--- src/rtl/collision_sched_pkg.sv ---
// Shared widths, requester indices and FSM encoding for the collision sequencer.
package collision_pkg;

  localparam int unsigned VEL_W = 32;
  localparam int unsigned ANG_W = 17;

  localparam int unsigned REQ_PADDLE_A = 0;
  localparam int unsigned REQ_PADDLE_B = 1;
  localparam int unsigned REQ_WALL     = 2;

  typedef enum logic [2:0] {
    ST_IDLE    = 3'd0,
    ST_ISSUE   = 3'd1,
    ST_WAIT    = 3'd2,
    ST_CAPTURE = 3'd3,
    ST_HALT    = 3'd4
  } state_e;

  // Round-robin successor of an index, wrapping at n.
  function automatic int unsigned rr_next(input int unsigned idx, input int unsigned n);
    return (idx + 1 >= n) ? 0 : idx + 1;
  endfunction

endpackage

--- src/rtl/collision_sched_rr_arbiter.sv ---
// Combinational round-robin arbiter: the search starts at ptr and wraps.
module rr_arbiter
  import collision_pkg::*;
#(
  parameter  int unsigned N_REQ = 3,
  localparam int unsigned IDX_W = (N_REQ > 1) ? $clog2(N_REQ) : 1
) (
  input  logic [N_REQ-1:0] eligible,
  input  logic [IDX_W-1:0] ptr,
  output logic [N_REQ-1:0] grant,
  output logic [IDX_W-1:0] grant_idx,
  output logic             grant_valid
);

  logic [2*N_REQ-1:0] doubled;
  logic [N_REQ-1:0]   rotated;
  logic [IDX_W:0]     sum;

  // Rotate eligible so bit 0 is the pointer position, then take the first set bit.
  always_comb begin
    doubled     = {eligible, eligible} >> ptr;
    rotated     = doubled[N_REQ-1:0];
    grant       = '0;
    grant_idx   = '0;
    grant_valid = 1'b0;
    sum         = '0;
    for (int unsigned j = 0; j < N_REQ; j++) begin
      if (!grant_valid && rotated[j]) begin
        grant_valid = 1'b1;
        sum = {1'b0, ptr} + (IDX_W+1)'(j);
        if (sum >= (IDX_W+1)'(N_REQ)) begin
          sum = sum - (IDX_W+1)'(N_REQ);
        end
        grant_idx = sum[IDX_W-1:0];
      end
    end
    if (grant_valid) begin
      grant = N_REQ'(1) << grant_idx;
    end
  end

endmodule

--- src/rtl/collision_sched.sv ---
// Collision sequencer: arbitrates requesters, strobes the datapath, captures the result.
module collision_sched
  import collision_pkg::*;
#(
  parameter  int unsigned N_REQ      = 3,
  parameter  int unsigned DP_LATENCY = 1,
  parameter  int unsigned HOLDOFF    = 8,
  localparam int unsigned IDX_W      = (N_REQ > 1) ? $clog2(N_REQ) : 1
) (
  input  logic             clk,
  input  logic             rst_n,
  input  logic [N_REQ-1:0] req,
  input  logic [VEL_W-1:0] ball_velocity,
  input  logic [ANG_W-1:0] ball_angle,
  output logic             compute_collide,
  output logic [VEL_W-1:0] dp_velocity,
  output logic [ANG_W-1:0] dp_angle,
  input  logic [VEL_W-1:0] coll_velocity,
  input  logic [ANG_W-1:0] coll_angle,
  input  logic             coll_break,
  output logic [N_REQ-1:0] ack,
  output logic [IDX_W-1:0] grant_id,
  output logic             busy,
  output logic [VEL_W-1:0] out_velocity,
  output logic [ANG_W-1:0] out_angle,
  output logic             out_valid,
  output logic             halted,
  input  logic             resume
);

  localparam int unsigned HO_W  = (HOLDOFF > 0) ? $clog2(HOLDOFF + 1) : 1;
  localparam int unsigned LAT_W = 4;

  state_e           state_q, state_d;
  logic [IDX_W-1:0] grant_id_q, grant_id_d;
  logic [IDX_W-1:0] ptr_q, ptr_d;
  logic             busy_q, busy_d;
  logic             halted_q, halted_d;
  logic             compute_q, compute_d;
  logic [N_REQ-1:0] ack_q, ack_d;
  logic             out_valid_q, out_valid_d;
  logic [LAT_W-1:0] lat_q, lat_d;
  logic [VEL_W-1:0] dp_velocity_q, dp_velocity_d;
  logic [ANG_W-1:0] dp_angle_q, dp_angle_d;
  logic [VEL_W-1:0] out_velocity_q, out_velocity_d;
  logic [ANG_W-1:0] out_angle_q, out_angle_d;
  logic [HO_W-1:0]  hcnt_q [N_REQ];
  logic [HO_W-1:0]  hcnt_d [N_REQ];

  logic [N_REQ-1:0] masked;
  logic [N_REQ-1:0] eligible;
  logic [N_REQ-1:0] arb_grant;
  logic [IDX_W-1:0] arb_idx;
  logic             arb_valid;

  // A source is masked while its hold-off counter is nonzero, including the expiry edge.
  always_comb begin
    masked = '0;
    for (int unsigned i = 0; i < N_REQ; i++) begin
      masked[i] = (hcnt_q[i] != '0);
    end
    eligible = req & ~masked;
  end

  rr_arbiter #(
    .N_REQ (N_REQ)
  ) u_arb (
    .eligible    (eligible),
    .ptr         (ptr_q),
    .grant       (arb_grant),
    .grant_idx   (arb_idx),
    .grant_valid (arb_valid)
  );

  // Next-state, operand/result capture and hold-off bookkeeping.
  always_comb begin
    state_d        = state_q;
    grant_id_d     = grant_id_q;
    ptr_d          = ptr_q;
    busy_d         = busy_q;
    halted_d       = halted_q;
    lat_d          = lat_q;
    dp_velocity_d  = dp_velocity_q;
    dp_angle_d     = dp_angle_q;
    out_velocity_d = out_velocity_q;
    out_angle_d    = out_angle_q;
    compute_d      = 1'b0;
    ack_d          = '0;
    out_valid_d    = 1'b0;
    for (int unsigned i = 0; i < N_REQ; i++) begin
      hcnt_d[i] = masked[i] ? hcnt_q[i] - 1'b1 : hcnt_q[i];
    end

    case (state_q)
      ST_IDLE: begin
        if (arb_valid) begin
          state_d       = ST_ISSUE;
          grant_id_d    = arb_idx;
          dp_velocity_d = ball_velocity;
          dp_angle_d    = ball_angle;
          busy_d        = 1'b1;
          compute_d     = 1'b1;
        end
      end
      ST_ISSUE: begin
        if (DP_LATENCY <= 1) begin
          state_d = ST_CAPTURE;
        end else begin
          state_d = ST_WAIT;
          lat_d   = LAT_W'(DP_LATENCY - 1);
        end
      end
      ST_WAIT: begin
        lat_d = lat_q - 1'b1;
        if (lat_q <= LAT_W'(1)) begin
          state_d = ST_CAPTURE;
        end
      end
      ST_CAPTURE: begin
        out_velocity_d     = coll_velocity;
        out_angle_d        = coll_angle;
        out_valid_d        = 1'b1;
        ack_d[grant_id_q]  = 1'b1;
        hcnt_d[grant_id_q] = HO_W'(HOLDOFF);
        ptr_d              = IDX_W'(rr_next(32'(grant_id_q), N_REQ));
        if (coll_break) begin
          state_d  = ST_HALT;
          halted_d = 1'b1;
        end else begin
          state_d = ST_IDLE;
          busy_d  = 1'b0;
        end
      end
      ST_HALT: begin
        if (resume) begin
          state_d  = ST_IDLE;
          halted_d = 1'b0;
          busy_d   = 1'b0;
          for (int unsigned i = 0; i < N_REQ; i++) begin
            hcnt_d[i] = '0;
          end
        end
      end
      default: state_d = ST_IDLE;
    endcase
  end

  // State and output registers; reset aborts any service in flight.
  always_ff @(posedge clk or negedge rst_n) begin
    if (!rst_n) begin
      state_q        <= ST_IDLE;
      grant_id_q     <= '0;
      ptr_q          <= '0;
      busy_q         <= 1'b0;
      halted_q       <= 1'b0;
      compute_q      <= 1'b0;
      ack_q          <= '0;
      out_valid_q    <= 1'b0;
      lat_q          <= '0;
      dp_velocity_q  <= '0;
      dp_angle_q     <= '0;
      out_velocity_q <= '0;
      out_angle_q    <= '0;
      for (int unsigned i = 0; i < N_REQ; i++) begin
        hcnt_q[i] <= '0;
      end
    end else begin
      state_q        <= state_d;
      grant_id_q     <= grant_id_d;
      ptr_q          <= ptr_d;
      busy_q         <= busy_d;
      halted_q       <= halted_d;
      compute_q      <= compute_d;
      ack_q          <= ack_d;
      out_valid_q    <= out_valid_d;
      lat_q          <= lat_d;
      dp_velocity_q  <= dp_velocity_d;
      dp_angle_q     <= dp_angle_d;
      out_velocity_q <= out_velocity_d;
      out_angle_q    <= out_angle_d;
      for (int unsigned i = 0; i < N_REQ; i++) begin
        hcnt_q[i] <= hcnt_d[i];
      end
    end
  end

  assign compute_collide = compute_q;
  assign dp_velocity     = dp_velocity_q;
  assign dp_angle        = dp_angle_q;
  assign ack             = ack_q;
  assign grant_id        = grant_id_q;
  assign busy            = busy_q;
  assign out_velocity    = out_velocity_q;
  assign out_angle       = out_angle_q;
  assign out_valid       = out_valid_q;
  assign halted          = halted_q;

endmodule

--- config.mk ---
export PLATFORM = sky130hd
export DESIGN_NAME = collision_sched
export DESIGN_NICKNAME = d
export VERILOG_FILES = /design/src/rtl/collision_sched_pkg.sv /design/src/rtl/collision_sched_rr_arbiter.sv /design/src/rtl/collision_sched.sv
export SDC_FILE = /design/constraint.sdc
export NUM_CORES = 1
export LEC_CHECK = 0
export CAP_MARGIN = 40
export CORE_MARGIN = 2
export CORE_UTILIZATION = 48
export CTS_CLUSTER_DIAMETER = 200
export CTS_CLUSTER_SIZE = 12
export DETAILED_ROUTE_END_ITERATION = 7
export HOLD_SLACK_MARGIN = 0.12
export PLACE_DENSITY_LB_ADDON = 0.15
export SYNTH_ARGS = -nofsm -noshare
export SYNTH_HDL_FRONTEND = slang
export SYNTH_SLANG_ARGS = --single-unit
export TNS_END_PERCENT = 1
--- constraint.sdc ---
create_clock -name clk -period 2.9 [get_ports clk]
set_input_delay 0.58 -clock clk [delete_from_list [all_inputs] [get_ports clk]]
set_output_delay 0.58 -clock clk [all_outputs]
set_load 0.005 [all_outputs]
* After elaboration in Yosys (flattened, before gate mapping)
Index checks and enable logic that the tools add are counted.
** Storage, ports and cells
- Logic and storage cells :: 101
- Input bits :: 105
- Flip-flop bits (word level) :: 128
- Output and inout port bits :: 107
** Operators by class
- Equality and inequality tests :: 9
- Muxes and demuxes :: 34
- Bitwise operators :: 6
- Shift operators :: 1
- Reductions and logical operators :: 16
- $add $sub $neg :: 10
- $lt $le $gt $ge :: 9
** Operator list (count)
- $pmux W12 S2 :: 1
- $mux W4 :: 4
- $sub A4 B1 Y4 const B :: 4
- $mux W3 :: 5
- $pmux W3 S5 :: 1
- $mux W2 :: 7
- $mux W12 :: 1
- $reduce_bool A4 Y1 :: 3
- $mux W1 :: 11
- $ne A2 B2 Y1 const B :: 5
- $and A9 B9 Y9 :: 1
- $ge A3 B2 Y1 const B :: 3
- $not A9 Y9 :: 1
- $demux W4 S2 :: 1
- $add A2 B1 Y3 const B :: 2
- $eq A3 B2 Y1 const B :: 2
- $reduce_and A3 Y1 :: 2
- $shr A6 B2 Y3 :: 1
- $sub A2 B2 Y2 const B :: 3
- $le A4 B1 Y1 const B :: 1
- $logic_and A1 B1 Y1 :: 4
- $reduce_and A4 Y1 :: 1
- $add A2 B2 Y3 const B :: 1
- $and A3 B3 Y3 :: 1
- other kinds (18) :: 19

* Depth between registers and ports, before layout
Gate-level depths: netlist of run 1.
- Word-level depth :: 13
- Gate-level depth with buffers :: 9
- Gate-level depth less buffers :: 7

* Hierarchy
Synthesis of run 1 repeated with hierarchy kept, for this count alone.
** Unflattened totals
- Cells, all modules :: 362
- Area, all modules :: 5280.1 sq um
** By module, submodules not included
- collision_sched :: cells each 333, seq. area each 3203.1 sq um, area each 5059.9 sq um, times used 1
- rr_arbiter :: cells each 29, seq. area each 0.0 sq um, area each 220.2 sq um, times used 1

* Worst setup path after synthesis of run 1
OpenSTA, ideal clock, no wires.
- Kind :: register -> register
- Start :: register hcnt_q[4] (netlist name)
- End :: register dp_angle_q[12], in the netlist dp_angle[12]
- Library setup time :: 125 ps
- Cell stages (with the launch flop) :: 8
- Path buffers :: 2
- Arrival time :: 1682 ps
- Path slack :: 1093 ps
- Required time :: 2775 ps
- Period minus slack after synthesis :: 1807 ps
- Cell sequence :: dfrtp_1 inv_1 ha_1 nand4bb_4 a31oi_4 buf_8 buf_12 mux2_4
** On the way
- Longest elaborated chain between the ends :: 12
** RTL lines
- start, declared :: line collision_sched.sv:47 : logic [HO_W-1:0] hcnt_q [N_REQ];
- start signal, assigned by index :: line collision_sched.sv:182 : hcnt_q[i] <= hcnt_d[i];
- $reduce_bool A4 Y1 * :: line collision_sched.sv:60 : masked[i] = (hcnt_q[i] != '0);
- $not A3 Y3 * :: line collision_sched.sv:62 : eligible = req & ~masked;
- $and A3 B3 Y3 * :: line collision_sched.sv:62
- $shr A6 B2 Y3 * :: line collision_sched_rr_arbiter.sv:21 : doubled = {eligible, eligible} >> ptr;
- $mux W1 :: line collision_sched_rr_arbiter.sv:28 : if (!grant_valid && rotated[j]) begin
- $logic_not A1 Y1 :: line collision_sched_rr_arbiter.sv:28
- $logic_and A1 B1 Y1 :: line collision_sched_rr_arbiter.sv:28
- $mux W1 :: line collision_sched_rr_arbiter.sv:28
- $logic_not A1 Y1 :: line collision_sched_rr_arbiter.sv:28
- $logic_and A1 B1 Y1 :: line collision_sched_rr_arbiter.sv:28
- $mux W1 * :: line collision_sched_rr_arbiter.sv:28
- $reduce_and A2 Y1 (no source line) *
- end signal, assigned :: line collision_sched.sv:178 : dp_angle_q <= dp_angle_d;
- end, declared :: line collision_sched.sv:44 : logic [ANG_W-1:0] dp_angle_q, dp_angle_d;
Every way passes the cells marked *; elsewhere a longest branch is shown, timed or not.
A chain may end at the register's enable or synchronous reset.

* Worst setup path in the final report of run 1
- Start :: register hcnt_q[0] (netlist name)
- End :: register grant_id_q[0], in the netlist grant_id[0]
** On the way
- Longest elaborated chain between the ends :: 12
- Elaborated cells on any way between the ends :: 15
- Classes of those cells :: 1 x shift; 6 x mux; 2 x bitwise; 6 x reduce/logical
** RTL lines
- $reduce_bool A4 Y1 * :: line collision_sched.sv:60
- $not A3 Y3 * :: line collision_sched.sv:62
- $and A3 B3 Y3 * :: line collision_sched.sv:62
- $shr A6 B2 Y3 * :: line collision_sched_rr_arbiter.sv:21
- $mux W1 :: line collision_sched_rr_arbiter.sv:28
- $logic_not A1 Y1 :: line collision_sched_rr_arbiter.sv:28
- $logic_and A1 B1 Y1 :: line collision_sched_rr_arbiter.sv:28
- $mux W1 :: line collision_sched_rr_arbiter.sv:28
- $logic_not A1 Y1 :: line collision_sched_rr_arbiter.sv:28
- $logic_and A1 B1 Y1 :: line collision_sched_rr_arbiter.sv:28
- $mux W1 :: line collision_sched_rr_arbiter.sv:28
- $reduce_and A2 Y1 (no source line)
- end signal, assigned :: line collision_sched.sv:169 : grant_id_q <= grant_id_d;
- end, declared :: line collision_sched.sv:35 : logic [IDX_W-1:0] grant_id_q, grant_id_d;
Marked as above.

==> tab_implementation.tex, run 1 <==
\begin{tabular}{lr}
\hline
Metric & Value \\
\hline
\multicolumn{2}{l}{\textbf{Status}} \\
\quad Status & completed \\
\multicolumn{2}{l}{\textbf{Power}} \\
\quad Net switching power & 2.83 mW \\
\quad Sequential cell fraction of total power & 35.1\% \\
\quad Portion of total power attributed to the clock network & 22.4\% \\
\quad Power per Cell Area & 1120 nW/um2 \\
\quad Sw Share & 30.4\% \\
\quad Combinational share of power & 42.4\% \\
\quad Leakage power figure & 3.83 nW \\
\quad Worst vdd ir & 0.000864 V \\
\quad Internal power summed over all cells & 6.48 mW \\
\multicolumn{2}{l}{\textbf{Place}} \\
\quad Gp weighted congestion & 0.892 \\
\quad Number of port buffers & 211 \\
\quad Final HPWL DP & 10,000 um \\
\multicolumn{2}{l}{\textbf{Timing}} \\
\quad Total of endpoints with negative setup slack in the final report & 0 \\
\quad Worst max-slew margin expressed relative to the limit & 56.6\% \\
\quad RSZ-0062 raised after global routing & no \\
\quad Final critical-path required period & 2.05 ns \\
\quad Total count of max-transition violations in the final report & 0 \\
\quad Final clock period utilization by the worst path & 70.7\% \\
\quad Worst hold-check slack & 0.203 ns \\
\quad Max Freq & 488 MHz \\
\quad Max Clock Skew & 0.0117 ns \\
\quad Measured slew at the worst slew-check pin & 0.651 ns \\
\quad Summed negative setup slack over all endpoints & 0 ns \\
\quad Final Hold Vio Count & 0 \\
\multicolumn{2}{l}{\textbf{Route}} \\
\quad Number of remaining DRC errors & 0 \\
\quad Final Routed Wirelength & 13,900 um \\
\quad Total via count after detailed routing & 4,319 \\
\quad Vias per cell & 5.03 \\
\quad Routed Antenna Nets & 0 \\
\quad Average wire per standard cell & 16.2 um \\
\quad First-pass iteration count of the detailed router & 4 \\
\quad Drt first-iter violations & 240 \\
\multicolumn{2}{l}{\textbf{Global route}} \\
\quad GRT Overall Usage & 24.2\% \\
\quad Largest net degree at the start of global routing & 59 \\
\quad Initial antenna violation count & 0 \\
\quad Wire length of the first global-routing pass & 23,600 um \\
\quad Number of global-route vias before repair & 4,540 \\
\quad GR Overflow Total & 0 \\
\multicolumn{2}{l}{\textbf{Clock network}} \\
\quad \# Post-CTS Setup Buffers & 0 \\
\quad Post-cts repair resize count & 0 \\
\quad CTS H-tree depth & 4 \\
\quad Clock root buffer & sky130\_fd\_sc\_hd\_\_clkbuf\_16 \\
\quad Hold-fix buffer count after cts & 0 \\
\quad Clk sinks & 128 \\
\quad Maximum clock insertion buffer count & 2 \\
\quad Clock insertion delay at the later pin of the skew report & 0.41 ns \\
\quad Clock transition at the register clock pins on the worst setup and hold paths after CTS & 0.05 ns \\
\quad Clock buffers created by TritonCTS & 17 \\
\quad CTS tree & yes \\
\multicolumn{2}{l}{\textbf{Critical path}} \\
\quad Critical path origin & hcnt\_q[0] \\
\quad Data arrival, critical path & 2.34 ns \\
\quad Sum of buffers and inverters on the critical path & 2 \\
\quad FF-to-FF Start & hcnt\_q[0] \\
\quad Element type at the critical path end & flip-flop \\
\quad Reg-to-reg endpoint & grant\_id[0] \\
\quad Cells on worst reg2reg path & 8 \\
\quad Series of cell instances along the critical path & inv\_1 -> ha\_1 -> nand4bb\_1 -> buf\_4 -> and3\_1 -> nor4\_1 -> o22a\_1 -> o21ai\_1 \\
\quad Critical path class & reg2reg \\
\quad Critical path peak fanout & 8 \\
\quad CP max stage cell & sky130\_fd\_sc\_hd\_\_dfrtp\_1 \\
\quad CP startpoint kind & flip-flop \\
\quad Reg2Reg Setup Slack & 0.85 ns \\
\quad Largest incremental delay on the critical path & 0.40 ns \\
\quad Top cell family by delay on the critical path & simple AND/OR/NAND/NOR gates \\
\quad Critical Path RT & 3.19 ns \\
\multicolumn{2}{l}{\textbf{Synth}} \\
\quad Synthesized netlist net count & 600 \\
\quad Fraction of the yosys area taken by sequential cells & 57.9\% \\
\quad Yosys warning total & 0 \\
\quad Post-synthesis instance area & 5530 um2 \\
\quad Distinct cell type count after synthesis & 45 \\
\quad Mapped Cells & 486 \\
\quad Synth Register Bits & 128 \\
\quad Synthesized area per cell & 11.4 um2 \\
\multicolumn{2}{l}{\textbf{Floorplanning}} \\
\quad Die outline area & 12,400 um2 \\
\quad Placeable Area & 11,300 um2 \\
\quad Vertical die dimension & 111 um \\
\quad Starting Density & 48.8\% \\
\quad Standard-cell rows & 39 \\
\quad IO Count & 212 \\
\quad Width of the die & 111 um \\
\multicolumn{2}{l}{\textbf{Cells and area}} \\
\quad Number of nets in the finished design & 817 \\
\quad Fraction of final layout cells sized beyond drive strength 1 & 14.0\% \\
\quad Commonest cells after routing, fill and taps aside & sky130\_fd\_sc\_hd\_\_clkdlybuf4s50\_1 (210), sky130\_fd\_sc\_hd\_\_nand2\_1 (162), sky130\_fd\_sc\_hd\_\_dfrtp\_1 (128), sky130\_fd\_sc\_hd\_\_mux2\_4 (37), sky130\_fd\_sc\_hd\_\_nor2\_1 (19) \\
\quad Layout overhead on the synthesized area & 50.7\% \\
\quad Leading cell type in the layout, fill and taps excluded & sky130\_fd\_sc\_hd\_\_clkdlybuf4s50\_1 \\
\quad Diodes inserted & 0 \\
\multicolumn{2}{l}{\textbf{Flow run}} \\
\quad Number of violations of the max-capacitance limit & 0 \\
\multicolumn{2}{l}{\textbf{Hold path}} \\
\quad Hold Crit Class & in2async \\
\hline
\end{tabular}
==> stage by stage <==
step	util [%]	power (mW)	instance area (um2)	setup slack (ns)	cells
finish	73.6	9.31	8330	0.851	858
global route	73.6	9.96	8330	0.715	858
CTS	73.6	9.41	8330	0.853	858
detailed placement	68.3	7.26	7730	0.504	827
global placement	68.3	7.08	7730	0.531	827
floorplan	-	5.20	5530	1.09	486
==> Yosys cell counts <==
master / number / area [um2]
sky130_fd_sc_hd__mux2_4: 37 / 556
sky130_fd_sc_hd__nand4bb_1: 2 / 22.5
sky130_fd_sc_hd__a31oi_1: 1 / 6.26
sky130_fd_sc_hd__or3b_2: 3 / 26.3
sky130_fd_sc_hd__nor2b_1: 1 / 6.26
sky130_fd_sc_hd__and3_1: 2 / 12.5
sky130_fd_sc_hd__o41ai_1: 1 / 8.76
sky130_fd_sc_hd__inv_2: 1 / 3.75
sky130_fd_sc_hd__nand3_1: 3 / 15.0
sky130_fd_sc_hd__buf_4: 1 / 7.51
sky130_fd_sc_hd__nand4bb_4: 1 / 27.5
sky130_fd_sc_hd__a221oi_1: 1 / 8.76
sky130_fd_sc_hd__or3_4: 1 / 11.3
sky130_fd_sc_hd__and4bb_2: 2 / 25.0
sky130_fd_sc_hd__nand2_1: 162 / 608
sky130_fd_sc_hd__xnor2_1: 5 / 43.8
sky130_fd_sc_hd__buf_12: 4 / 80.1
sky130_fd_sc_hd__buf_1: 5 / 18.8
sky130_fd_sc_hd__buf_6: 1 / 11.3
sky130_fd_sc_hd__nor4_1: 3 / 18.8
sky130_fd_sc_hd__ha_1: 9 / 113
sky130_fd_sc_hd__inv_1: 14 / 52.6
sky130_fd_sc_hd__o21ai_0: 11 / 55.1
sky130_fd_sc_hd__nor3_1: 4 / 20.0
sky130_fd_sc_hd__and4_1: 1 / 8.76
sky130_fd_sc_hd__nand2b_1: 1 / 6.26
sky130_fd_sc_hd__nand4_1: 1 / 6.26
sky130_fd_sc_hd__o32ai_1: 2 / 17.5
sky130_fd_sc_hd__or3_1: 4 / 25.0
sky130_fd_sc_hd__nor2_1: 19 / 71.3
sky130_fd_sc_hd__a21oi_1: 8 / 40.0
sky130_fd_sc_hd__or3b_1: 1 / 8.76
sky130_fd_sc_hd__or2_2: 1 / 6.26
sky130_fd_sc_hd__buf_8: 1 / 15.0
sky130_fd_sc_hd__o21ai_1: 4 / 20.0
sky130_fd_sc_hd__a211oi_1: 5 / 37.5
sky130_fd_sc_hd__o22a_1: 2 / 17.5
sky130_fd_sc_hd__mux2_2: 14 / 158
sky130_fd_sc_hd__a22o_1: 2 / 17.5
sky130_fd_sc_hd__a31oi_4: 1 / 21.3
sky130_fd_sc_hd__buf_2: 1 / 5.00
sky130_fd_sc_hd__xor2_1: 2 / 17.5
sky130_fd_sc_hd__dfrtp_1: 128 / 3200
sky130_fd_sc_hd__clkbuf_1: 8 / 30.0
sky130_fd_sc_hd__nand3b_1: 5 / 37.5
==> worst reg2reg max path: stages (launching register included) <==
cell and delay, ns:
sky130_fd_sc_hd__dfrtp_1 0.40, sky130_fd_sc_hd__inv_1 0.07, sky130_fd_sc_hd__ha_1 0.23, sky130_fd_sc_hd__nand4bb_1 0.21, sky130_fd_sc_hd__buf_4 0.23, sky130_fd_sc_hd__and3_1 0.21
sky130_fd_sc_hd__nor4_1 0.35, sky130_fd_sc_hd__o22a_1 0.18, sky130_fd_sc_hd__o21ai_1 0.06
==> worst max-delay path by stage <==
stage | endpoint | depth (start not counted)
after floorplan | dp_angle[12] | 7
after global placement | dp_angle[1] | 5
after detailed placement | dp_angle[1] | 5
after CTS | dp_angle[1] | 6
after global routing | dp_angle[0] | 6
final | grant_id[0] | 8
==> flip-flops by register name, summed over array words and instances, names as in the netlist <==
register,cells
dp_velocity,32
ack,3
ptr_q,2
compute_collide,1
grant_id,2
halted,1
busy,1
out_angle,17
lat_q,4
dp_angle,17
out_valid,1
out_velocity,32
hcnt_q,12
state_q,3
==> final cells by class <==
| class | instances | area, um2 |
|---|---|---|
| clock buffers | 27 | 553 |
| clock inverters | 4 | 45.0 |
| fillers | 803 | 2990 |
| inverters | 15 | 56.3 |
| multi-input cells | 322 | 2100 |
| flip-flops and latches | 128 | 3200 |
| well taps | 143 | 179 |
| repair buffers | 219 | 2190 |
==> power groups by stage <==
stage | clock network (mW) | registers [mW] | logic [mW]
after floorplan | 0 | 3.24 | 1.97
after global placement | 0 | 3.25 | 3.84
after detailed placement | 0 | 3.28 | 3.97
after CTS | 2.13 | 3.28 | 4.00
after global routing | 2.21 | 3.40 | 4.35
final | 2.09 | 3.27 | 3.95
==> routing by layer <==
metal | vias up | part of all wire [%] | track usage, %
met2 | 204 | 48 | 38.9
met3 | 23 | 9.8 | 9.95
met5 | - | 0 | 0
met4 | 0 | 2.4 | 10.0
met1 | 2053 | 40 | 28.9
li1 | 2039 | - | -
==> kinds of logic after synthesis <==
kind of cell | count (synthesis) | share of synthesized area (%)
adders and majority gates | 9 | 2.04
buffers and inverters | 36 | 4.05
DFF | 128 | 57.9
AOI/OAI and AO/OA | 38 | 4.53
xor gates and xnor gates | 7 | 1.11
and+or+nand+nor | 217 | 17.4
muxes | 51 | 12.9
(Power assumes the default switching activity.)
==> run 2: changes to the inputs <==
CORE_UTILIZATION = 44   (was 48)
clock period = 2 ns   (was 2.9 ns; I/O delays follow)
==> run 2 against run 1 <==
Compared with the run above: non-clock buffer count up 15; global-route usage decreased by 2.6 points; critical path type unchanged; largest cell class unchanged; setup slack worse by 0.77 ns; total power rose by 47%; sequential share of layout area is 0.88 points lower; count of clock-buffer cells in the layout is 6 lower; critical path depth is the same; register-to-register slack worse by 0.77 ns; combinational power increased by 54%; flip-flop and latch count stayed put; largest power group unchanged.
==> tab_implementation.tex, run 2 (synthesis gave the netlist of run 1 again) <==
\begin{tabular}{lr}
\hline
Metric & Value \\
\hline
\multicolumn{2}{l}{\textbf{Status}} \\
\quad Status & completed (unchanged) \\
\multicolumn{2}{l}{\textbf{Timing}} \\
\quad Worst max-slew margin expressed relative to the limit & 72.0\% (was 56.6\%) \\
\quad Final Hold Vio Count & 0 (unchanged) \\
\quad Max Clock Skew & 0.00438 ns (was 0.0117 ns) \\
\quad Max Freq & 521 MHz (was 488 MHz) \\
\quad Total count of max-transition violations in the final report & 0 (unchanged) \\
\quad Final clock period utilization by the worst path & 95.9\% (was 70.7\%) \\
\quad Final critical-path required period & 1.92 ns (was 2.05 ns) \\
\quad Measured slew at the worst slew-check pin & 0.420 ns (was 0.651 ns) \\
\quad RSZ-0062 raised after global routing & no (unchanged) \\
\quad Total of endpoints with negative setup slack in the final report & 0 (unchanged) \\
\quad Summed negative setup slack over all endpoints & 0 ns (unchanged) \\
\quad Worst hold-check slack & 0.432 ns (was 0.203 ns) \\
\quad Post-layout worst setup margin & 0.0815 ns (was 0.851 ns) \\
\multicolumn{2}{l}{\textbf{Clock network}} \\
\quad CTS tree & yes (unchanged) \\
\quad Clock root buffer & sky130\_fd\_sc\_hd\_\_clkbuf\_16 (unchanged) \\
\quad Clock transition at the register clock pins on the worst setup and hold paths after CTS & 0.05 ns (about the same) \\
\quad Maximum clock insertion buffer count & 2 (unchanged) \\
\quad Clk sinks & 128 (unchanged) \\
\quad CTS H-tree depth & 4 (unchanged) \\
\quad Clock buffers created by TritonCTS & 17 (unchanged) \\
\quad Clock insertion delay at the later pin of the skew report & 0.41 ns (about the same) \\
\multicolumn{2}{l}{\textbf{Floorplanning}} \\
\quad Standard-cell rows & 40 (was 39) \\
\quad Vertical die dimension & 116 um (was 111 um) \\
\quad Width of the die & 116 um (was 111 um) \\
\quad IO Count & 212 (unchanged) \\
\quad Starting Density & 45.5\% (was 48.8\%) \\
\quad Placeable Area & 12,200 um2 (was 11,300 um2) \\
\quad Die outline area & 13,500 um2 (was 12,400 um2) \\
\multicolumn{2}{l}{\textbf{Global route}} \\
\quad GR Overflow Total & 0 (unchanged) \\
\quad Number of global-route vias before repair & 4,307 (was 4,540) \\
\quad Initial antenna violation count & 0 (unchanged) \\
\quad GRT Overall Usage & 21.5\% (was 24.2\%) \\
\quad Largest net degree at the start of global routing & 50 (was 59) \\
\quad Wire length of the first global-routing pass & 21,900 um (was 23,600 um) \\
\multicolumn{2}{l}{\textbf{Power}} \\
\quad Sw Share & 30.6\% (was 30.4\%) \\
\quad Portion of total power attributed to the clock network & 21.2\% (was 22.4\%) \\
\quad Power per Cell Area & 1600 nW/um2 (was 1120 nW/um2) \\
\quad Worst vdd ir & 0.00103 V (was 0.000864 V) \\
\quad Leakage power figure & 3.89 nW (was 3.83 nW) \\
\quad Internal power summed over all cells & 9.48 mW (was 6.48 mW) \\
\quad Net switching power & 4.19 mW (was 2.83 mW) \\
\quad Combinational share of power & 44.5\% (was 42.4\%) \\
\quad Sequential cell fraction of total power & 34.3\% (was 35.1\%) \\
\quad Total power after layout & 13.7 mW (was 9.31 mW) \\
\multicolumn{2}{l}{\textbf{Critical path}} \\
\quad Element type at the critical path end & flip-flop (unchanged) \\
\quad Critical path class & reg2reg (unchanged) \\
\quad Data arrival, critical path & 2.21 ns (was 2.34 ns) \\
\quad CP startpoint kind & flip-flop (unchanged) \\
\quad Critical Path RT & 2.29 ns (was 3.19 ns) \\
\quad Critical path peak fanout & 6 (was 8) \\
\multicolumn{2}{l}{\textbf{Place}} \\
\quad Pre-CTS setup slack & -0.176 ns (was 0.504 ns) \\
\quad Number of port buffers & 211 (unchanged) \\
\quad Gp weighted congestion & 0.929 (was 0.892) \\
\quad Final HPWL DP & 10,600 um (was 10,000 um) \\
\multicolumn{2}{l}{\textbf{Route}} \\
\quad Average wire per standard cell & 15.9 um (was 16.2 um) \\
\quad First-pass iteration count of the detailed router & 4 (unchanged) \\
\quad Total via count after detailed routing & 4,387 (was 4,319) \\
\quad Final Routed Wirelength & 14,300 um (was 13,900 um) \\
\quad Routed Antenna Nets & 0 (unchanged) \\
\quad Number of remaining DRC errors & 0 (unchanged) \\
\quad Drt first-iter violations & 248 (was 240) \\
\quad Vias per cell & 4.90 (was 5.03) \\
\multicolumn{2}{l}{\textbf{Hold path}} \\
\quad Hold Crit Class & in2async (unchanged) \\
\multicolumn{2}{l}{\textbf{Cells and area}} \\
\quad Leading cell type in the layout, fill and taps excluded & sky130\_fd\_sc\_hd\_\_clkdlybuf4s50\_1 (unchanged) \\
\quad Commonest cells after routing, fill and taps aside & sky130\_fd\_sc\_hd\_\_clkdlybuf4s50\_1 (210), sky130\_fd\_sc\_hd\_\_nand2\_1 (162), sky130\_fd\_sc\_hd\_\_dfrtp\_1 (128), sky130\_fd\_sc\_hd\_\_mux2\_4 (37), sky130\_fd\_sc\_hd\_\_nor2\_1 (19) (unchanged) \\
\quad Number of nets in the finished design & 832 (was 817) \\
\quad Fraction of final layout cells sized beyond drive strength 1 & 16.2\% (was 14.0\%) \\
\quad Filler cells & 904 (was 803) \\
\quad Layout overhead on the synthesized area & 54.3\% (was 50.7\%) \\
\quad Diodes inserted & 0 (unchanged) \\
\quad Finished Core Util & 70.1\% (was 73.6\%) \\
\multicolumn{2}{l}{\textbf{Flow run}} \\
\quad Number of violations of the max-capacitance limit & 0 (unchanged) \\
\hline
\end{tabular}
[run 2: final cells by class]
type                            instances  area, um2  area share [%]
Sequential cell                       128       3200            37.6
Timing Repair Buffer                  234       2350            27.6
Multi-Input combinational cell        322       2150            25.2
Clock buffer                           21        460            5.40
Tap cell                              168        210            2.47
Clock inverter                          8       90.1            1.06
Inverter                               15       56.3           0.660
[run 2: worst max-delay path, stage by stage (launching register included)]
cell,delay (ns)
sky130_fd_sc_hd__dfrtp_1,0.40
sky130_fd_sc_hd__inv_1,0.08
sky130_fd_sc_hd__ha_2,0.25
sky130_fd_sc_hd__nand4bb_4,0.15
sky130_fd_sc_hd__buf_4,0.17
sky130_fd_sc_hd__and3_1,0.17
sky130_fd_sc_hd__nor4_1,0.34
sky130_fd_sc_hd__o22a_1,0.18
sky130_fd_sc_hd__o21ai_1,0.06
[run 2: power by group through the flow]
stage,Clock (mW),Combinational [mW],Sequential [mW]
after detailed placement,0,6.00,4.71
after CTS,2.97,6.04,4.69
final,2.90,6.08,4.69
after floorplan,0,2.85,4.69
after global placement,0,5.82,4.66
after global routing,3.09,6.67,4.84
[run 2: stage by stage]
step	instances	cell area (um2)
2_1_floorplan	486	5530
3_3_place_gp	865	7890
3_5_place_dp	865	7890
4_1_cts	895	8450
5_1_grt	896	8530
6_report	896	8530
[run 2: per-layer routing]
metal	vias to the layer above	share of wire, %	track usage (%)
li1	2070	-	-
met4	0	1.4	8.10
met1	2101	41	26.6
met5	-	0	0
met3	18	9.4	9.31
met2	198	48	33.8
[run 2: timing repair]
action | in CTS | in global routing
endpoints found under the setup margin | 0 | 32
hold buffers | 1 | 0
setup buffers | 0 | 1
gates resized for setup | 0 | 9
endpoints found under the hold margin | 21 | 0
[run 2: final timing paths]
| path | from | end | slack [ns] | depth (start not counted) |
|---|---|---|---|---|
| max | hcnt_q[8] | grant_id[0] | 0.08 | 8 |
| min | rst_n | dp_velocity[10] | 0.43 | 2 |
| min in group clk | out_velocity[21] | out_velocity[21] | 0.47 | 2 |
| max reg2reg | hcnt_q[8] | grant_id[0] | 0.08 | 8 |
| min reg2reg | out_velocity[21] | out_velocity[21] | 0.47 | 2 |
| max in group asynchronous | rst_n | hcnt_q[7] | 0.94 | 3 |
==> edit 1: new RTL, config.mk and constraints of run 2 <==
Change the package constant `ANG_W` from 17 to 25.
--- a/src/rtl/collision_sched_pkg.sv
+++ b/src/rtl/collision_sched_pkg.sv
@@ -2,7 +2,7 @@
 package collision_pkg;
 
   localparam int unsigned VEL_W = 32;
-  localparam int unsigned ANG_W = 17;
+  localparam int unsigned ANG_W = 25;
 
   localparam int unsigned REQ_PADDLE_A = 0;
   localparam int unsigned REQ_PADDLE_B = 1;
Ports: changed (resized ball_angle, coll_angle, dp_angle and out_angle); port bits go from 212 to 244. The function was not compared with the original's and may differ.
==> edit 1 against run 2 <==
- cell area grew 11%
- area after synthesis rose by 11%
- clock power rose by 14%
- routed wire length up 13%
- first-iteration DRC count grew 3.6%
- largest power group unchanged
- maximum frequency up 0.68%
- total power rose by 12%
- sequential cell count up 16
- worst setup slack improved by 0.013 ns
- highest routed layer unchanged
- sequential power is 13% higher
==> edit 1: results (changes against run 2) <==
[placed_design]
post-place-ws_ns = -0.1793  ; -0.003502 ns
gp_congestion = 0.8453  ; -9.0%
hpwlAfterDp_um = 11710  ; +11%
port_buffers = 243  ; +15%

[global_route]
grt_first_pass_wirelength_um = 25320  ; +16%
overflow = 0  ; unchanged
grt_pass1_vias = 4884  ; +13%
grt_max_degree = 57  ; +14%
antenna_found_initial = 0  ; unchanged
grt_usage_pct = 22.29  ; +0.76 points

[logic_synthesis]
synth_cell_types = 40  ; -11%
synth-xor-area-share_pct = 0.9980  ; -0.11 points
yosysSeqAreaShare_pct = 58.66  ; +0.71 points
yosys_warnings = 0  ; unchanged
synth_compound_area_share_pct = 3.157  ; -1.4 points
synth.top_cells.by_count = nand2_1, dfrtp_1, mux2_4
syn_nets = 657  ; +9.5%
muxShareOfSynthArea_pct = 14.18  ; +1.3 points
ys_top_cells_by_area = dfrtp_1, mux2_4, nand2_1
synthAdderAreaFrac_pct = 1.833  ; -0.20 points

[route]
dr_total_vias = 4695  ; +7.0%
avgRoutedWirePerCell_um = 16.40  ; +3.1%
drt_iter0_drc = 257  ; +3.6%

[worst_hold_path]
hold_class = input port to async pin

[cells_and_area]
antennaDiodeCount = 0  ; unchanged
drive_gt1_share_pct = 14.89  ; -1.3 points
nNetsFinal = 916  ; +10%
num-fill-cells = 1024  ; +13%

[floorplan]
placementRows = 43  ; +7.5%

[critical_path]
path_max_fanout = 26  ; +20
cp.arrival_ns = 2.20
r2r_setup_slack_ns = 0.09

[clocking]
postCtsSetupBuffers = 0  ; unchanged
cts_buffers = 17  ; unchanged
clk_pin_slew_worst_paths_ns = 0.06

[timing]
slew_headroom_pct = 70.92  ; -1.1 points
hold_slack_ns = 0.4671  ; +0.03496 ns
finalClockSkew_ns = 0.007997  ; +0.003614 ns

[pwr]
ir_drop_uv = 907.1  ; -12%
power.leakage_nw = 4.372  ; +12%
p_int_mw = 10.68  ; +13%

[run_status]
status = completed

edit 1: timing repair:
| item | CTS | global route |
|---|---|---|
| resized for setup | 0 | 2 |
| hold buffers | 1 | 0 |
| endpoints found under the hold margin | 36 | 0 |
| setup endpoints to repair | 0 | 5 |
edit 1: stage by stage:
| stage | std cells | TNS (ns) | area (µm²) |
|---|---|---|---|
| after CTS | 979 | 0 | 9463 |
| after global placement | 946 | -5.392 | 8826 |
| after detailed placement | 946 | -7.349 | 8826 |
| final | 979 | 0 | 9470 |
| after global routing | 979 | 0 | 9470 |
| after floorplan | 527 | 0 | 6143 |
edit 1: metal layers:
layer / global-route usage (%) / up-vias / routed length, µm
li1: - / 2237 / -
met1: 26.94 / 2252 / 6453
met2: 36.49 / 175 / 7837
met3: 7.022 / 31 / 1341
met4: 10.20 / 0 / 424
met5: 0 / - / 0
edit 1: area by class of cell:
type                    instances  area, µm²  area share, %
repair buffers                261       2646          27.94
multi-input cells             346       2308          24.38
inverters                      16      60.06         0.6342
well taps                     180      225.2          2.378
flip-flops and latches        144       3603          38.05
clock inverters                 8      125.1          1.321
clock buffers                  24      501.7          5.298
edit 1: logic make-up after synthesis:
| kind of cell | count (synthesis) |
|---|---|
| and+or+nand+nor | 239 |
| DFF | 144 |
| muxes | 59 |
| buffers and inverters | 37 |
| AOI/OAI and AO/OA | 32 |
| adders and majority gates | 9 |
| xor gates and xnor gates | 7 |
edit 1: worst max-delay path, cell delays in order (launching register included):
cell and delay [ns]:
dfrtp_1 0.39, inv_1 0.07, ha_2 0.21, nand4bb_4 0.14, nand3_2 0.10, and3b_4 0.28, buf_12 0.24, mux2_4 0.33
edit 1: worst paths after layout:
kind                                   from          endpoint  cells after the start
max in group asynchronous             rst_n   dp_velocity[14]                      3
min reg2reg                out_velocity[11]  out_velocity[11]                      2
max                               hcnt_q[8]       dp_angle[9]                      7
max reg2reg                       hcnt_q[8]       dp_angle[9]                      7
min                                   rst_n      out_angle[8]                      2
min in group clk           out_velocity[11]  out_velocity[11]                      2
edit 1: power groups by stage:
stage / logic (mW) / registers [mW] / clock network (mW)
6_report: 6.72 / 5.29 / 3.31
3_5_place_dp: 6.72 / 5.33 / 0
5_1_grt: 7.38 / 5.47 / 3.51
4_1_cts: 6.80 / 5.30 / 3.38
2_1_floorplan: 3.18 / 5.29 / 0
3_3_place_gp: 6.50 / 5.26 / 0
==> edit 2: new RTL, flow settings as in run 2 <==
Without the edit above. The 5 states of `state_e` get a one-hot encoding in 5 bits.
--- a/src/rtl/collision_sched_pkg.sv
+++ b/src/rtl/collision_sched_pkg.sv
@@ -8,12 +8,12 @@
   localparam int unsigned REQ_PADDLE_B = 1;
   localparam int unsigned REQ_WALL     = 2;
 
-  typedef enum logic [2:0] {
-    ST_IDLE    = 3'd0,
-    ST_ISSUE   = 3'd1,
-    ST_WAIT    = 3'd2,
-    ST_CAPTURE = 3'd3,
-    ST_HALT    = 3'd4
+  typedef enum logic [4:0] {
+    ST_IDLE    = 5'b00001,
+    ST_ISSUE   = 5'b00010,
+    ST_WAIT    = 5'b00100,
+    ST_CAPTURE = 5'b01000,
+    ST_HALT    = 5'b10000
   } state_e;
 
   // Round-robin successor of an index, wrapping at n.
Check against the original RTL: same outputs for any inputs over 10 cycles, from zero or initial values and one cycle with rst_n low; not proved beyond that.
==> edit 2 against run 2 <==
- first-iteration DRC count fell by 7.7%
- via count fell by 13%
- worst setup slack got worse by 0.068 ns
- area after synthesis fell by 3.8%
- count of clock-buffer cells in the layout rose by 5
- die area fell by 3.6%
- routed wire length fell by 5.2%
- sequential share of layout area rose by 0.10 points
- sequential cell count fell by 3
- synthesized cell count fell by 26%
- cell area fell by 2.6%
- total power fell by 9.7%
- critical path type unchanged
- critical endpoint is now dp_angle[4]
==> edit 2: results (changes against run 2) <==
[critical_path]
worst-r2r-cell-count = 5  ; -3
endpoint = dp_angle[4]
cpLargestDelayFamily = flip-flops
crit_path_max_incr_delay_ns = 0.52  ; +0.12 ns
startpoint = state_q[0]
r2r_setup_slack_ns = 0.01  ; -0.07 ns
cp.arrival_ns = 2.28  ; +0.07 ns

[logic_synthesis]
syn_nets = 471  ; -22%
synth.top_cells.by_count = dfrtp_1, mux2_2, mux2_4
ys_top_cells_by_area = dfrtp_1, mux2_2, mux2_4
synth_compound_area_share_pct = 4.845  ; +0.32 points
muxShareOfSynthArea_pct = 23.28  ; +10 points
synth-xor-area-share_pct = 0.6585  ; -0.45 points

[global_route]
grt_util_met2_pct = 34.76  ; +1.0 points
met1_usage_pct = 24.27  ; -2.3 points
grt_pass1_vias = 3864  ; -10%
use_met3_pct = 8.342  ; -0.97 points
grt_first_pass_wirelength_um = 20400  ; -6.9%

[cells_and_area]
seq-cell-share_pct = 37.67  ; +0.10 points
n_clock_buffer = 26  ; +24%
num-fill-cells = 859  ; -5.0%
nonClkBufAreaFrac_pct = 28.28  ; +0.67 points
num-nonclk-inverters = 10  ; -5
nNetsFinal = 706  ; -15%
drive_gt1_share_pct = 26.36  ; +10 points
nNonClkBuffers = 231  ; -1.3%
clkCellAreaFrac_pct = 7.033  ; +0.58 points

[timing]
fin_crit_ns = 1.987  ; +0.06843 ns
slew_headroom_pct = 69.42  ; -2.6 points

[route]
viasPerCell = 5.088  ; +3.9%
drt_iter0_drc = 229  ; -7.7%
dr.pass1.iters = 5  ; +1

[pwr]
p_comb_share_pct = 41.1  ; -3.4 points
power.leakage_nw = 3.562  ; -8.4%
ir_drop_uv = 790.6  ; -23%
comb-power_mw = 5.07  ; -17%
p_int_mw = 8.971  ; -5.4%

[run_status]
status = completed

[placed_design]
hpwlAfterDp_um = 9744  ; -7.7%
gp_congestion = 0.9049  ; -2.6%

[clocking]
cts.sinks = 125  ; -2.3%

edit 2: cell types whose count changed in the layout (fill, tap and decap cells not counted), sizes merged, moves of 4 or more:
cell	run 2	this run
nand2	162	7
clkbuf	21	27
nor2b	1	5
dfrtp	128	124
buf	23	19
mux2	51	100
o21ai	15	8
inv	15	10
edit 2: layer usage:
layer  vias to the layer above  share of wire (%)  wire length [µm]
li1                       1762                  -                 -
met1                      1902                 40              5443
met2                       154                 51              6872
met3                        18                7.6              1024
met4                         0                1.3               176
met5                         -                  0                 0
edit 2: metrics by stage:
step	std cells	instance area [µm²]	setup TNS, ns	utilization, %	hold slack (ns)
finish	754	8308	0	69.75	0.4717
detailed placement	719	7645	-6.628	64.18	0.3810
global route	754	8308	-0.2623	69.75	0.5068
floorplan	359	5320	0	-	0.1044
CTS	752	8243	-0.1778	69.20	0.4838
global placement	719	7645	-5.198	64.18	0.3738
